===== src/rtl/spi_pkg.sv =====
// Shared definitions for the SPI word slave.
//   SPI_MODE0..3    : {cpol, cpha} encodings of the four SPI modes
//   frame_state_e   : frame tracking states of the slave
//   cnt_width()     : width of the bit counter for a given word width
package spi_pkg;

  localparam logic [1:0] SPI_MODE0 = 2'b00;
  localparam logic [1:0] SPI_MODE1 = 2'b01;
  localparam logic [1:0] SPI_MODE2 = 2'b10;
  localparam logic [1:0] SPI_MODE3 = 2'b11;

  // StDisarmed: waiting to see ssel_n high after reset before trusting a falling edge.
  typedef enum logic [1:0] {StDisarmed, StIdle, StActive} frame_state_e;

  function automatic int unsigned cnt_width(input int unsigned dw);
    return (dw <= 2) ? 1 : $clog2(dw);
  endfunction

endpackage


===== src/rtl/spi_sync.sv =====
// Multi-flop synchroniser with a history flop for edge detection.
//   clk, reset : system clock, asynchronous active-high reset
//   d_i        : asynchronous input
//   q_o        : synchronised value (last sync stage)
//   prev_o     : q_o delayed by one clk
module spi_sync #(
  parameter int unsigned Stages = 2,
  parameter logic        RstVal = 1'b0
) (
  input  logic clk,
  input  logic reset,
  input  logic d_i,
  output logic q_o,
  output logic prev_o
);

  logic [Stages-1:0] stage_q;
  logic              hist_q;

  always_ff @(posedge clk or posedge reset) begin
    if (reset) begin
      stage_q <= {Stages{RstVal}};
      hist_q  <= RstVal;
    end else begin
      stage_q <= {stage_q[Stages-2:0], d_i};
      hist_q  <= stage_q[Stages-1];
    end
  end

  assign q_o    = stage_q[Stages-1];
  assign prev_o = hist_q;

endmodule


===== src/rtl/spi_slave_word.sv =====
// SPI slave with configurable word width, runtime mode 0-3 and MSB/LSB-first order.
// SCK/SSEL/MOSI are oversampled in the clk domain.
//   clk, reset        : system clock (>= 4x SCK), asynchronous active-high reset
//   sck, ssel_n, mosi : SPI bus inputs from the master (asynchronous)
//   miso, miso_oe     : slave data out and its tri-state enable (high while frame active)
//   cpol, cpha        : SPI mode, latched at frame start
//   tx_data/valid/ready : one-entry transmit holding register write port
//   rx_data, rx_valid : last complete received word and its one-cycle strobe
//   frame_start/end   : one-cycle pulses on SSEL assertion / deassertion
//   tx_underrun       : shifter loaded with zeros because holding was empty
//   rx_partial        : frame ended with an incomplete word
module spi_slave_word
  import spi_pkg::*;
#(
  parameter int unsigned DW        = 8,
  parameter int unsigned SYNC      = 2,
  parameter bit          LSB_FIRST = 1'b0
) (
  input  logic          clk,
  input  logic          reset,
  input  logic          sck,
  input  logic          ssel_n,
  input  logic          mosi,
  output logic          miso,
  output logic          miso_oe,
  input  logic          cpol,
  input  logic          cpha,
  input  logic [DW-1:0] tx_data,
  input  logic          tx_valid,
  output logic          tx_ready,
  output logic [DW-1:0] rx_data,
  output logic          rx_valid,
  output logic          frame_start,
  output logic          frame_end,
  output logic          tx_underrun,
  output logic          rx_partial
);

  localparam int unsigned     CW      = cnt_width(DW);
  localparam logic [CW-1:0]   LastBit = CW'(DW - 1);

  logic sck_s, sck_prev, ssel_s, ssel_prev, mosi_s, mosi_prev_unused;

  spi_sync #(.Stages(SYNC), .RstVal(1'b0)) u_sync_sck (
    .clk(clk), .reset(reset), .d_i(sck), .q_o(sck_s), .prev_o(sck_prev)
  );
  spi_sync #(.Stages(SYNC), .RstVal(1'b1)) u_sync_ssel (
    .clk(clk), .reset(reset), .d_i(ssel_n), .q_o(ssel_s), .prev_o(ssel_prev)
  );
  spi_sync #(.Stages(SYNC), .RstVal(1'b0)) u_sync_mosi (
    .clk(clk), .reset(reset), .d_i(mosi), .q_o(mosi_s), .prev_o(mosi_prev_unused)
  );

  // Marks when the synchroniser holds real samples rather than its reset values, so a
  // select held low across reset release is not mistaken for an idle-high line.
  logic [SYNC:0] fill_q;

  frame_state_e  state_q, state_d;
  logic [1:0]    mode_q;
  logic [CW-1:0] cnt_q;
  logic [DW-1:0] rx_sh_q, rx_sh_next, tx_sh_q, tx_sh_shifted, hold_q;
  logic          hold_full_q;

  logic ssel_fall, ssel_rise, sck_edge, lead, sample_on_lead;
  logic start_frame, end_frame, bit_edge, sample, shift, word_done, load, wr_acc;

  assign ssel_fall = ssel_prev & ~ssel_s;
  assign ssel_rise = ~ssel_prev & ssel_s;
  assign sck_edge  = sck_s ^ sck_prev;
  assign lead      = (sck_s != mode_q[1]);

  // State register
  always_ff @(posedge clk or posedge reset) begin
    if (reset) begin
      state_q <= StDisarmed;
      fill_q  <= '0;
    end else begin
      state_q <= state_d;
      fill_q  <= {fill_q[SYNC-1:0], 1'b1};
    end
  end

  // Next state
  always_comb begin
    state_d = state_q;
    unique case (state_q)
      StDisarmed: if (fill_q[SYNC] && ssel_s) state_d = StIdle;
      StIdle:     if (ssel_fall) state_d = StActive;
      StActive:   if (ssel_rise) state_d = StIdle;
      default:    state_d = StDisarmed;
    endcase
  end

  // Decoded frame actions
  always_comb begin
    sample_on_lead = 1'b1;
    unique case (mode_q)
      SPI_MODE0, SPI_MODE2: sample_on_lead = 1'b1;
      SPI_MODE1, SPI_MODE3: sample_on_lead = 1'b0;
    endcase
    start_frame = (state_q == StIdle) && ssel_fall;
    end_frame   = (state_q == StActive) && ssel_rise;
    // Frame end takes priority over a coincident SCK edge.
    bit_edge    = (state_q == StActive) && !ssel_rise && sck_edge;
    sample      = bit_edge && (lead == sample_on_lead);
    shift       = bit_edge && (lead != sample_on_lead);
    word_done   = sample && (cnt_q == LastBit);
    load        = start_frame || word_done;
    wr_acc      = tx_valid && !hold_full_q;
  end

  always_comb begin
    if (LSB_FIRST) begin
      rx_sh_next    = {mosi_s, rx_sh_q[DW-1:1]};
      tx_sh_shifted = {1'b0, tx_sh_q[DW-1:1]};
    end else begin
      rx_sh_next    = {rx_sh_q[DW-2:0], mosi_s};
      tx_sh_shifted = {tx_sh_q[DW-2:0], 1'b0};
    end
  end

  always_ff @(posedge clk or posedge reset) begin
    if (reset) begin
      mode_q      <= SPI_MODE0;
      cnt_q       <= '0;
      rx_sh_q     <= '0;
      tx_sh_q     <= '0;
      hold_q      <= '0;
      hold_full_q <= 1'b0;
      rx_data     <= '0;
      rx_valid    <= 1'b0;
      frame_start <= 1'b0;
      frame_end   <= 1'b0;
      tx_underrun <= 1'b0;
      rx_partial  <= 1'b0;
    end else begin
      if (start_frame) mode_q <= {cpol, cpha};

      if (start_frame || end_frame) cnt_q <= '0;
      else if (sample)              cnt_q <= word_done ? '0 : cnt_q + 1'b1;

      if (sample) rx_sh_q <= rx_sh_next;
      if (word_done) rx_data <= rx_sh_next;

      // A load always empties holding; a write in the same cycle can only land if it
      // was already empty, in which case the load itself takes zeros.
      if (load)        hold_full_q <= wr_acc;
      else if (wr_acc) hold_full_q <= 1'b1;
      if (wr_acc) hold_q <= tx_data;

      // With count 0 the freshly loaded word is already on miso, so that shift is skipped.
      if (load)                      tx_sh_q <= hold_full_q ? hold_q : '0;
      else if (shift && cnt_q != '0) tx_sh_q <= tx_sh_shifted;

      rx_valid    <= word_done;
      frame_start <= start_frame;
      frame_end   <= end_frame;
      tx_underrun <= load && !hold_full_q;
      rx_partial  <= end_frame && (cnt_q != '0);
    end
  end

  // Outputs
  always_comb begin
    miso_oe  = (state_q == StActive);
    miso     = miso_oe && (LSB_FIRST ? tx_sh_q[0] : tx_sh_q[DW-1]);
    tx_ready = !hold_full_q;
  end

endmodule


===== config.mk =====
export PLATFORM = sky130hd
export DESIGN_NAME = spi_slave_word
export DESIGN_NICKNAME = d
export VERILOG_FILES = /design/src/rtl/spi_pkg.sv /design/src/rtl/spi_sync.sv /design/src/rtl/spi_slave_word.sv
export SDC_FILE = /design/constraint.sdc
export NUM_CORES = 1
export LEC_CHECK = 0
export CAP_MARGIN = 30
export CORE_MARGIN = 2
export CORE_UTILIZATION = 45
export CTS_BUF_LIST = sky130_fd_sc_hd__clkbuf_16
export CTS_CLUSTER_DIAMETER = 120
export CTS_CLUSTER_SIZE = 28
export DETAILED_ROUTE_END_ITERATION = 16
export PLACE_DENSITY = 0.78
export SLEW_MARGIN = 15
export SYNTH_ARGS = -nofsm -noshare
export SYNTH_HDL_FRONTEND = slang
export SYNTH_SLANG_ARGS = --single-unit

===== constraint.sdc =====
create_clock -name clk -period 5.8 [get_ports clk]
set_clock_uncertainty 0.2 [all_clocks]
set_input_delay 0.58 -clock clk [delete_from_list [all_inputs] [get_ports clk]]
set_output_delay 0.58 -clock clk [all_outputs]
set_load 0.05 [all_outputs]

; ---- Word-level counts from Yosys, hierarchy flattened
; Index checks and enable logic that the tools add are counted.
[classes]
add_sub_neg = 1
eq_ne = 12
muxes = 13
bitwise_logic = 5
reduce_logical = 26
[ops]
columns = operator, count
row1 = two-way mux 8 bit, 3
row2 = logical AND 1 bit, 13
row3 = two-way mux 3 bit, 3
row4 = "equality test 2 bit, second input constant", 3
row5 = two-way mux 2 bit, 3
row6 = one-hot mux 2 bit (3 select lines), 1
row7 = nonzero test 2 bit, 3
row8 = "equality test 2 x 1 -> 1 bit, second input constant", 2
row9 = logical NOT 2 bit, 2
row10 = "!= test 2 bit, second input constant", 2
row11 = OR reduction 2 bit, 2
row12 = "adder 3 x 1 -> 3 bit, second input constant", 1
row13 = "equality test 3 bit, second input constant", 1
row14 = AND reduction 3 bit, 1
row15 = nonzero test 3 bit, 1
row16 = AND 1 bit, 2
row17 = logical NOT 1 bit, 2
row18 = logical OR 1 bit, 2
row19 = two-way mux 1 bit, 2
row20 = != test 1 bit, 2
row21 = "!= test 2 x 1 -> 1 bit, second input constant", 1
row22 = NOT 1 bit, 2
row23 = one-hot mux 1 bit (2 select lines), 1
row24 = equality test 1 bit, 1
row25 = XOR 1 bit, 1
[word_totals]
register_bits = 55

; ---- Depth between registers and ports, before layout
[logic_depth]
ltp_word = 10
mapped_depth = 7
depth_no_buf = 6

; ---- Hierarchy
; A second synthesis with hierarchy kept.
[hier_totals]
cells_unflattened = 163
hier_area_um2 = 2224.6
[by_module_without_submodules]
columns = module, n_inst, cells_per_inst, area_per_inst_um2
row1 = spi_slave_word, 1, 151, 1984.4
row2 = spi_sync (u_sync_mosi ...), 2, 4, 78.8
row3 = spi_sync (u_sync_ssel), 1, 4, 82.6

; ---- Worst setup path before layout
; OpenSTA, ideal clock, no wires.
[synth_path]
path_type = register to output
from = register state_q[0]
to = output port miso
arrival_ns = 1.440
setup_slack_ns = 3.580
path_stages_with_launch = 4
n_path_buf = 0
cell_sequence = dfrtp_1 nand2b_1 inv_1 and2_1
[synth_via]
elab_chain_len = 2
[synth_lines]
columns = element, line_no
row1 = from (decl), spi_slave_word.sv:58  ; frame_state_e state_q, state_d;
row2 = from (signal assigned), spi_slave_word.sv:75  ; state_q <= StDisarmed;
row3 = from (signal assigned), spi_slave_word.sv:78  ; state_q <= state_d;
row4 = equality test 2 bit, spi_slave_word.sv:165  ; miso_oe = (state_q == StActive);
row5 = via miso_oe, spi_slave_word.sv:25  ; output logic miso_oe,
row6 = logical AND 1 bit, spi_slave_word.sv:166  ; miso = miso_oe && (LSB_FIRST ? tx_sh_q[0] : tx_sh_q[DW-1]);
row7 = to (decl), spi_slave_word.sv:24  ; output logic miso,
; The timed path passes the listed nets, and every way through them passes these cells.

; ---- Final worst setup path
[layout_path]
from = register state_q[0]
to = output port miso
[layout_via]
elab_chain_len = 2
[layout_lines]
columns = element, line_no
row1 = equality test 2 bit, spi_slave_word.sv:165
row2 = logical AND 1 bit, spi_slave_word.sv:166
; Every way passes these cells.

==> qor.csv <==
metric;value;unit
status;complete, no violations;
syn_nets;185;
internal_power;781.5;µW
drt_pass1_iterations;4;
irDropWorstVdd;0.1923;mV
via_count;1236;
dp_hpwl;2.342;mm
end_kind;primary output;
setup_viol;0;
rows;25;
io_pins;32;
maxSlewViolCount;0;
power;1.066;mW
p_seq_frac;0.490;
yosys_warnings;0;
die_h;73.54;µm
grt_max_degree;40;
max_freq;364.4;MHz
syn_inst;166;
syn_area;2176;µm²
multi_input_area;738.2;µm²
hold_viol;0;
route.met2.wl;1.572;mm
slew_headroom;0.4470;
drt_iter0_markers;74;
path_class;reg2out;
p_clk_frac;0.303;
ys_types;32;
p_sw;284.2;µW
port_buffers;31;
cts_buffers;5;
tns;0;ns
ctsHoldBuffers;0;
fp.dieW;73.54;µm
routed.top_layer;met4;
grt_overflow;0;
coreArea;4692;µm²
p_comb_frac;0.206;
cts.repair.resized;0;
tritoncts;built;
viasPerCell;4.828;
cts.reportedPaths.clkPinSlew;0.06;ns
switching_share;0.2667;
cts_sinks;55;
fill_cells;384;
fin_crit_sh;0.4732;
place.gp.congestion;0.7088;
hold_path.class;reg2reg;
hold_slack;0.1462;ns
initial_utilization;0.4637;
nets;220;
power-per-cell-area;393.3;nW/µm²
grt_first_pass_wirelength;5.554;mm
wl_per_cell;13.15;µm
worstPathRequired;5.02;ns
drive_above_1_share;0.1238;
routed_wl;3.367;mm
met1_length;1.638;mm
grt_pass1_vias;1173;
avgSynthCellArea;13.11;µm²
p_leak;1.406;nW
route.detailed.drc;0;
clockBufferDepth;2;
diodes;0;
root_buffer;clkbuf_16;
cap_violations;0;
antenna_left;0;
min_period;2.744;ns
ys_ff_latch;55;
areaGrowthSynthToFinish;24.55;%
worstSetupStartpointType;flop;
path_max_fanout;4;
finish.utilization;0.5776;
ff_latch_area;1380;µm²
clkLatencyLatePin;0.29;ns
ys_seq_area_frac;0.6343;
dieArea;5407;µm²
antenna_found_initial;0;
worstPathArrival;1.96;ns
tightest_slew;0.8232;ns
h-tree-depth;2;
grtUsageTotal;0.1392;
wl_met3;113;µm
post_cts_buffers;0;
rsz0062_at_grt;false;
## path summary, 6_finish.rpt
kind	end	depth (start not counted)	startpoint	slack, ns
worst max-delay path	miso	4	state_q[0]	3.06
max in group asynchronous	u_sync_ssel.stage_q[0]	3	reset	4.42
worst min register to register	u_sync_mosi.stage_q[1]	0	u_sync_mosi.stage_q[0]	0.15
min in group asynchronous	rx_data[4]	2	reset	0.38
worst min-delay path	u_sync_mosi.stage_q[1]	0	u_sync_mosi.stage_q[0]	0.15
worst max register to register	hold_full_q	6	u_sync_sck.stage_q[1]	3.33
## power groups by stage
stage	combinational, mW	clock, mW	sequential (mW)
CTS	0.225	0.331	0.524
floorplan	0.178	0	0.513
detailed placement	0.224	0	0.530
global placement	0.215	0	0.527
global route	0.244	0.348	0.536
finish	0.220	0.323	0.523
## synthesized netlist by cell type
cell | number | area share
dfrtp_1 | 52 | 0.60
nand2_1 | 34 | 0.059
mux2i_1 | 15 | 0.069
mux2_1 | 9 | 0.047
mux2_2 | 8 | 0.041
inv_1 | 7 | 0.012
nand2b_1 | 4 | 0.011
nor2_1 | 4 | 0.0069
dfstp_2 | 3 | 0.036
ha_1 | 3 | 0.017
nor2b_1 | 3 | 0.0086
a31oi_1 | 2 | 0.0057
clkbuf_1 | 2 | 0.0035
xnor2_1 | 2 | 0.0081
a21o_1 | 1 | 0.0035
a22oi_1 | 1 | 0.0035
and2_1 | 1 | 0.0029
and3_1 | 1 | 0.0029
buf_4 | 1 | 0.0035
buf_6 | 1 | 0.0052
clkinv_2 | 1 | 0.0023
conb_1 | 1 | 0.0017
nand2_4 | 1 | 0.0052
nand3_1 | 1 | 0.0023
nor2_4 | 1 | 0.0052
nor3_1 | 1 | 0.0023
nor3_2 | 1 | 0.0046
nor3b_2 | 1 | 0.0057
nor4_4 | 1 | 0.0098
o21ai_0 | 1 | 0.0023
o21bai_1 | 1 | 0.0035
xnor3_1 | 1 | 0.010
## flip-flops by register name (all words and copies together), names as in the netlist, 2 cells and up
register,flops
cnt_q,3
fill_q,3
hold_q,8
mode_q,2
rx_data,8
rx_sh_q,7
state_q,2
tx_sh_q,8
u_sync_mosi.stage_q,2
u_sync_sck.stage_q,2
u_sync_ssel.stage_q,2
## layout by cell type, fill, tap and decap left out
cell type	n
a21o_1	1
buf_12	1
nor2b_1	3
dfstp_2	3
and2_1	1
xnor3_1	1
inv_1	8
bufinv_16	1
a22oi_1	1
nor3b_2	1
and3_1	1
inv_2	1
nor4_4	1
nand3_1	1
dfrtp_1	52
clkinv_2	1
nor2_4	1
a31oi_1	2
clkdlybuf4s50_1	31
o21ai_0	1
ha_1	3
xnor2_1	2
conb_1	1
nor2_1	4
mux2_1	9
clkbuf_16	5
nand2_1	34
nor3_2	1
nand2b_1	4
mux2i_1	15
mux2_2	8
nor3_1	1
nand2_4	1
o21bai_1	1
## cell families after synthesis
family,after synthesis,share of synthesized area
DFF,55,0.6343
and+or+nand+nor,54,0.1265
muxes,32,0.1570
buffers and inverters,12,0.02645
AOI/OAI and AO/OA,6,0.01840
adders and majority gates,3,0.01725
xor gates and xnor gates,3,0.01840
other,1,0.001723
## layer usage
layer,track usage,up-vias
met5,0,-
met4,0.04848,0
met3,0.04527,4
met2,0.1994,21
met1,0.2000,595
li1,-,616
## worst max-delay path, stage by stage, from the launching register on
cell and delay, ns:
dfrtp_1 0.40, nand2b_1 0.22, inv_1 0.14, and2_1 0.13, clkdlybuf4s50_1 0.79
## final cells by class
class / instances / area share
Inverter: 8 / 0.01154
Sequential cell: 55 / 0.5092
Tap cell: 54 / 0.02493
Clock buffer: 5 / 0.04617
Clock inverter: 3 / 0.01385
Timing Repair Buffer: 32 / 0.1219
Multi-Input combinational cell: 99 / 0.2724
## through the flow
step / setup WS, ns / instances / instance area, µm²
final: 3.056 / 256 / 2710
after global routing: 2.915 / 256 / 2710
after CTS: 3.042 / 256 / 2710
after detailed placement: 3.320 / 248 / 2547
after global placement: 3.373 / 247 / 2527
after floorplan: 3.580 / 166 / 2176
No activity file was read; power rests on OpenSTA's default activity.
